===== src/rtl/dmem_arbiter.sv =====
// Two-port arbiter in front of the single-port data memory: M0 (pipeline) has priority,
// M1 (DMA/loader/debug) is protected from starvation. One access per grant, 2-cycle latency.
module dmem_arbiter #(
  parameter int unsigned STARVE_LIMIT = 4
) (
  input  logic        clk,
  input  logic        reset,
  input  logic        m0_req,
  input  logic        m0_we,
  input  logic [31:0] m0_addr,
  input  logic [31:0] m0_wdata,
  input  logic [2:0]  m0_type,
  input  logic [31:0] m0_pc,
  output logic        m0_gnt,
  output logic        m0_rvalid,
  output logic [31:0] m0_rdata,
  output logic        m0_err,
  input  logic        m1_req,
  input  logic        m1_we,
  input  logic [31:0] m1_addr,
  input  logic [31:0] m1_wdata,
  input  logic [2:0]  m1_type,
  output logic        m1_gnt,
  output logic        m1_rvalid,
  output logic [31:0] m1_rdata,
  output logic        m1_err,
  output logic        mem_we,
  output logic [31:0] mem_a,
  output logic [31:0] mem_wd,
  output logic [2:0]  mem_type,
  output logic [31:0] mem_pc,
  input  logic [31:0] mem_rd
);

  localparam logic [3:0] StarveMax = 4'(STARVE_LIMIT);

  typedef enum logic [1:0] {StIdle, StAccess, StResp} state_e;

  state_e      state_q, state_d;
  logic        cmd_we_q, cmd_we_d;
  logic [31:0] cmd_addr_q, cmd_addr_d;
  logic [31:0] cmd_wdata_q, cmd_wdata_d;
  logic [2:0]  cmd_type_q, cmd_type_d;
  logic [31:0] cmd_pc_q, cmd_pc_d;
  logic        cmd_owner_q, cmd_owner_d;
  logic [31:0] rsp_data_q, rsp_data_d;
  logic        rsp_err_q, rsp_err_d;
  logic [3:0]  starve_q, starve_d;

  logic arb_open, m0_win, m1_win, bad, rsp_valid;

  // Arbitration is open in IDLE and RESP, never while reset is asserted.
  assign arb_open = (state_q != StAccess) && !reset;
  assign m1_win   = arb_open && m1_req && (!m0_req || (starve_q == StarveMax));
  assign m0_win   = arb_open && m0_req && !m1_win;

  assign bad = ((cmd_type_q == 3'd0) && (cmd_addr_q[1:0] != 2'b00)) ||
               (((cmd_type_q == 3'd1) || (cmd_type_q == 3'd2)) && cmd_addr_q[0]) ||
               (cmd_type_q > 3'd4);

  always_comb begin
    state_d     = state_q;
    cmd_we_d    = cmd_we_q;
    cmd_addr_d  = cmd_addr_q;
    cmd_wdata_d = cmd_wdata_q;
    cmd_type_d  = cmd_type_q;
    cmd_pc_d    = cmd_pc_q;
    cmd_owner_d = cmd_owner_q;
    rsp_data_d  = rsp_data_q;
    rsp_err_d   = rsp_err_q;
    case (state_q)
      StIdle, StResp: begin
        if (m0_win || m1_win) begin
          cmd_owner_d = m1_win;
          cmd_we_d    = m1_win ? m1_we    : m0_we;
          cmd_addr_d  = m1_win ? m1_addr  : m0_addr;
          cmd_wdata_d = m1_win ? m1_wdata : m0_wdata;
          cmd_type_d  = m1_win ? m1_type  : m0_type;
          cmd_pc_d    = m1_win ? 32'h0    : m0_pc;
          state_d     = StAccess;
        end else begin
          state_d = StIdle;
        end
      end
      StAccess: begin
        rsp_data_d = (cmd_we_q || bad) ? 32'h0 : mem_rd;
        rsp_err_d  = bad;
        state_d    = StResp;
      end
      default: state_d = StIdle;
    endcase
  end

  always_comb begin
    starve_d = starve_q;
    if (!m1_req || m1_win) begin
      starve_d = 4'd0;
    end else if (m0_win && (starve_q < StarveMax)) begin
      starve_d = starve_q + 4'd1;
    end
  end

  always_ff @(posedge clk) begin
    if (reset) begin
      state_q     <= StIdle;
      cmd_we_q    <= 1'b0;
      cmd_addr_q  <= 32'h0;
      cmd_wdata_q <= 32'h0;
      cmd_type_q  <= 3'd0;
      cmd_pc_q    <= 32'h0;
      cmd_owner_q <= 1'b0;
      rsp_data_q  <= 32'h0;
      rsp_err_q   <= 1'b0;
      starve_q    <= 4'd0;
    end else begin
      state_q     <= state_d;
      cmd_we_q    <= cmd_we_d;
      cmd_addr_q  <= cmd_addr_d;
      cmd_wdata_q <= cmd_wdata_d;
      cmd_type_q  <= cmd_type_d;
      cmd_pc_q    <= cmd_pc_d;
      cmd_owner_q <= cmd_owner_d;
      rsp_data_q  <= rsp_data_d;
      rsp_err_q   <= rsp_err_d;
      starve_q    <= starve_d;
    end
  end

  assign m0_gnt = m0_win;
  assign m1_gnt = m1_win;

  // Reset kills both the pending write and the pending response in the same cycle.
  assign rsp_valid = (state_q == StResp) && !reset;
  assign m0_rvalid = rsp_valid && !cmd_owner_q;
  assign m1_rvalid = rsp_valid && cmd_owner_q;
  assign m0_rdata  = m0_rvalid ? rsp_data_q : 32'h0;
  assign m1_rdata  = m1_rvalid ? rsp_data_q : 32'h0;
  assign m0_err    = m0_rvalid && rsp_err_q;
  assign m1_err    = m1_rvalid && rsp_err_q;

  assign mem_we   = (state_q == StAccess) && cmd_we_q && !bad && !reset;
  assign mem_a    = cmd_addr_q;
  assign mem_wd   = cmd_wdata_q;
  assign mem_type = cmd_type_q;
  assign mem_pc   = cmd_pc_q;

endmodule


===== config.mk =====
export PLATFORM = sky130hd
export DESIGN_NAME = dmem_arbiter
export DESIGN_NICKNAME = d
export VERILOG_FILES = /design/src/rtl/dmem_arbiter.sv
export SDC_FILE = /design/constraint.sdc
export NUM_CORES = 1
export LEC_CHECK = 0
export CORE_AREA = 2 2 147 149
export CTS_CLUSTER_SIZE = 40
export DETAILED_ROUTE_END_ITERATION = 10
export DIE_AREA = 0 0 149 151
export HOLD_SLACK_MARGIN = 0.05
export PLACE_DENSITY = 0.69
export REMOVE_ABC_BUFFERS = 1
export SYNTH_ARGS = -nofsm -noshare
export SYNTH_HDL_FRONTEND = slang
export SYNTH_SLANG_ARGS = --single-unit

===== constraint.sdc =====
create_clock -name clk -period 2.3 [get_ports clk]
set_input_delay 0.575 -clock clk [delete_from_list [all_inputs] [get_ports clk]]
set_output_delay 0.575 -clock clk [all_outputs]
set_load 0.03 [all_outputs]

==> results.toml, run 1 <==
[placement]
place.gp.congestion = 0.821
io_buffers = 373
dpl_cell_area_um2 = 10300
hpwl_mm = 16.4

[sta]
worst_slew_pin_slew_ps = 555
hold_viol_final = 0
clock.fmax_mhz = 430
fin_skew_ps = 8.74
setup_viol = 3
relSlewSlack = 0.630
fin_setup_tns_ps = -38.4
grt_setup_unrepaired = "yes"
min_period_over_period = 1.01
worst_slack_ps = -23.2
layout_min_cycle_time_ps = 2320
drv_slew = 0

[critical_path]
crit_path_frequent_cell = "nor2_4"
max_stage_delay_ps = 360
r2r_setup_slack_ps = 370
arrival_ps = 1750
path_cells = "nor2_4 -> nand2_2 -> nor2_4 -> clkbuf_16 -> and2_4 -> buf_6"
worst-setup-path-type = "reg -> out"
worstPathRequired_ps = 1730
end_kind = "primary output"
r2r_cells = 9
critical_path_buf_inv_count = 2
setup.worst_path.start = "state_q[0]"
cp-start-kind = "flop"
crit_path_end = "m0_rdata[1]"
r2r-end = "mem_a[15]"
worst-path-max-fanout = 8
cpLargestDelayFamily = "simple AND/OR/NAND/NOR gates"
reg2reg_from = "starve_q[1]"
cp_slowest_cell = "dfxtp_4"
cp.depth = 6

[grt]
overflow = 0
grt_usage = 0.190
antenna_found_initial = 3
grt_pass1_wl_mm = 32.8
grt_max_degree = 67
grt_pass1_vias = 5865

[route]
firstDrtPassIters = 4
post_drt_wl_per_cell_um = 17.1
vias = 6091
wl_mm = 22.3
drc = 0
dr.first_iter.drc_count = 221
drtAntennaViolNets = 0
vias_per_cell = 4.67

[finish]
drive_gt1_frac = 0.243
synthToLayoutAreaGrowth_pct = 75.4
final_nets = 1222
finish.utilization = 0.539
fin_area_um2 = 11200

[synth]
synth_cells = 642
ys_types = 34
syn_avg_cell_area_um2 = 9.97
synth.cell_area_um2 = 6400
synth_seq_cells = 140
synth-async-reset-ratio = 0
ys_seq_area_frac = 0.438
synth_edf_count = 0
yosys_warnings = 0
ys.flop_type = "dfxtp_1"

[die]
die_w_um = 149
rows = 53
ioPinCount = 374
initial_core_util = 0.307
die_y_um = 151
die_area_um2 = 22500
fp.coreArea_um2 = 20800

[cts]
cts_num_sinks = 140
cts_buffer_depth = 2
cts_tree = "built"
path_clk_slew_ps = 60
h-tree-depth = 4
cts_buffers = 17
clock_latency_ps = 420
cts_root_buffer = "clkbuf_16"

[pwr]
totalPowerFinal_uw = 7130
p_per_area_nw_per_um2 = 635
leakage_uw = 0.00441
worst_ir_drop_vdd_uv = 457

[hold_path]
hold_path_class = "reg -> reg"
hold_path_startpoint = "starve_q[3]"

[flow_run]
max_cap_violations = 0

[outcome]
violations = "setup timing"
status = "complete, but fails checks"
power breakdown:
part           switching, uW  internal, uW
combinational            912           887
sequential               125          2630
clock                   1090          1490
per-layer routing:
layer | up-vias | track usage | share of wire
li1 | 3006 | - | -
met3 | 36 | 0.0681 | 0.085
met2 | 260 | 0.320 | 0.50
met1 | 2785 | 0.218 | 0.39
met5 | - | 0 | 0.00090
met4 | 4 | 0.0800 | 0.026
cells in the mapped netlist, types with 2 or more instances:
master	n	area, um2
dfxtp_1	140	2800
nor2_1	79	297
mux2i_1	69	691
and2_1	66	413
a211oi_2	59	738
inv_1	38	143
nand2_1	35	131
a22o_1	32	280
o32ai_1	32	280
clkbuf_1	27	101
buf_2	12	60.1
buf_4	10	75.1
a211oi_1	9	67.6
buf_6	6	67.6
o21ai_1	4	20.0
nand2b_1	3	18.8
and3_1	2	12.5
ha_1	2	25.0
nor2b_1	2	12.5
final cells by class:
type	count	area, um2
clock buffer	19	433
multi-input combinational	406	3250
sequential	140	2810
inverter	39	149
fill	1837	9600
antenna	1	2.50
timing repair buffer	412	4120
tap	275	344
clock inverter	13	118
timing repair:
| action | 4_1_cts | 5_1_grt |
|---|---|---|
| setup buffers | 2 | 1 |
| gates resized for setup | 10 | 69 |
| pin swaps | 2 | 10 |
| endpoints found under the setup margin | 2 | 34 |
| hold buffers | 0 | 0 |
| cloned | 0 | 4 |
| hold endpoints to repair | 0 | 0 |
registers in the layout, summed over array words and instances (netlist names), 2 cells and up:
register and cells:
mem_pc 32, mem_wd 32, state_q 2, rsp_data_q 32, mem_type 3, starve_q 4, mem_a 32
worst min path at each step:
stage / to / slack (ps) / depth (start not counted)
3_5_place_dp: starve_q[3] / 440 / 2
6_report: starve_q[3] / 460 / 2
5_1_grt: starve_q[3] / 480 / 2
2_1_floorplan: starve_q[3] / 420 / 2
3_3_place_gp: starve_q[3] / 430 / 2
4_1_cts: starve_q[3] / 450 / 2
metrics by stage:
step | worst slack [ps] | std cells | hold WS [ps]
3_3_place_gp | -128 | 1265 | 427
2_1_floorplan | -2410 | 585 | 417
4_1_cts | -18.8 | 1299 | 454
6_report | -23.2 | 1305 | 462
5_1_grt | -93.2 | 1305 | 481
3_5_place_dp | -126 | 1265 | 437
cell families after synthesis:
| group | after synthesis | share of synthesized area |
|---|---|---|
| simple gates | 193 | 0.151 |
| compound gates | 141 | 0.225 |
| flops | 140 | 0.438 |
| buf+inv | 96 | 0.0733 |
| mux | 69 | 0.108 |
| fa+ha+maj | 2 | 0.00391 |
| xor+xnor | 1 | 0.00137 |
worst min-delay path: stages, from the launching register on:
cell and delay (ps):
dfxtp_1 330, inv_1 60, nor2_1 40
cells in the final DEF, fill, tap and decap left out, types with 5 or more instances in the layout:
| cell | n |
|---|---|
| mux2i_1 | 69 |
| dfxtp_1 | 136 |
| a211oi_2 | 59 |
| clkdlybuf4s50_1 | 299 |
| inv_1 | 35 |
| and2_4 | 28 |
| clkbuf_16 | 20 |
| buf_4 | 67 |
| a211oi_1 | 9 |
| a22o_1 | 32 |
| nand2_1 | 34 |
| clkinvlp_4 | 5 |
| o32ai_1 | 32 |
| and2_1 | 38 |
| nor2_1 | 76 |
| buf_6 | 33 |
| buf_12 | 8 |
Power figures use the tool's default switching activity.
==> run 2, diff against run 1 <==
--- a/config.mk
+++ b/config.mk
@@ -6,7 +6,7 @@
 export NUM_CORES = 1
 export LEC_CHECK = 0
 export CORE_AREA = 2 2 147 149
-export CTS_CLUSTER_SIZE = 40
+export CTS_CLUSTER_SIZE = 14
 export DETAILED_ROUTE_END_ITERATION = 10
 export DIE_AREA = 0 0 149 151
 export HOLD_SLACK_MARGIN = 0.05
==> results of run 2 <==
No change in the layout: final DEF, timing and power equal those of run 1.
==> run 3, diff against run 2 <==
--- a/config.mk
+++ b/config.mk
@@ -5,6 +5,7 @@
 export SDC_FILE = /design/constraint.sdc
 export NUM_CORES = 1
 export LEC_CHECK = 0
+export CAP_MARGIN = 20
 export CORE_AREA = 2 2 147 149
 export CTS_CLUSTER_SIZE = 14
 export DETAILED_ROUTE_END_ITERATION = 10
==> results of run 3 <==
No change in the layout: final DEF, timing and power equal those of run 1.
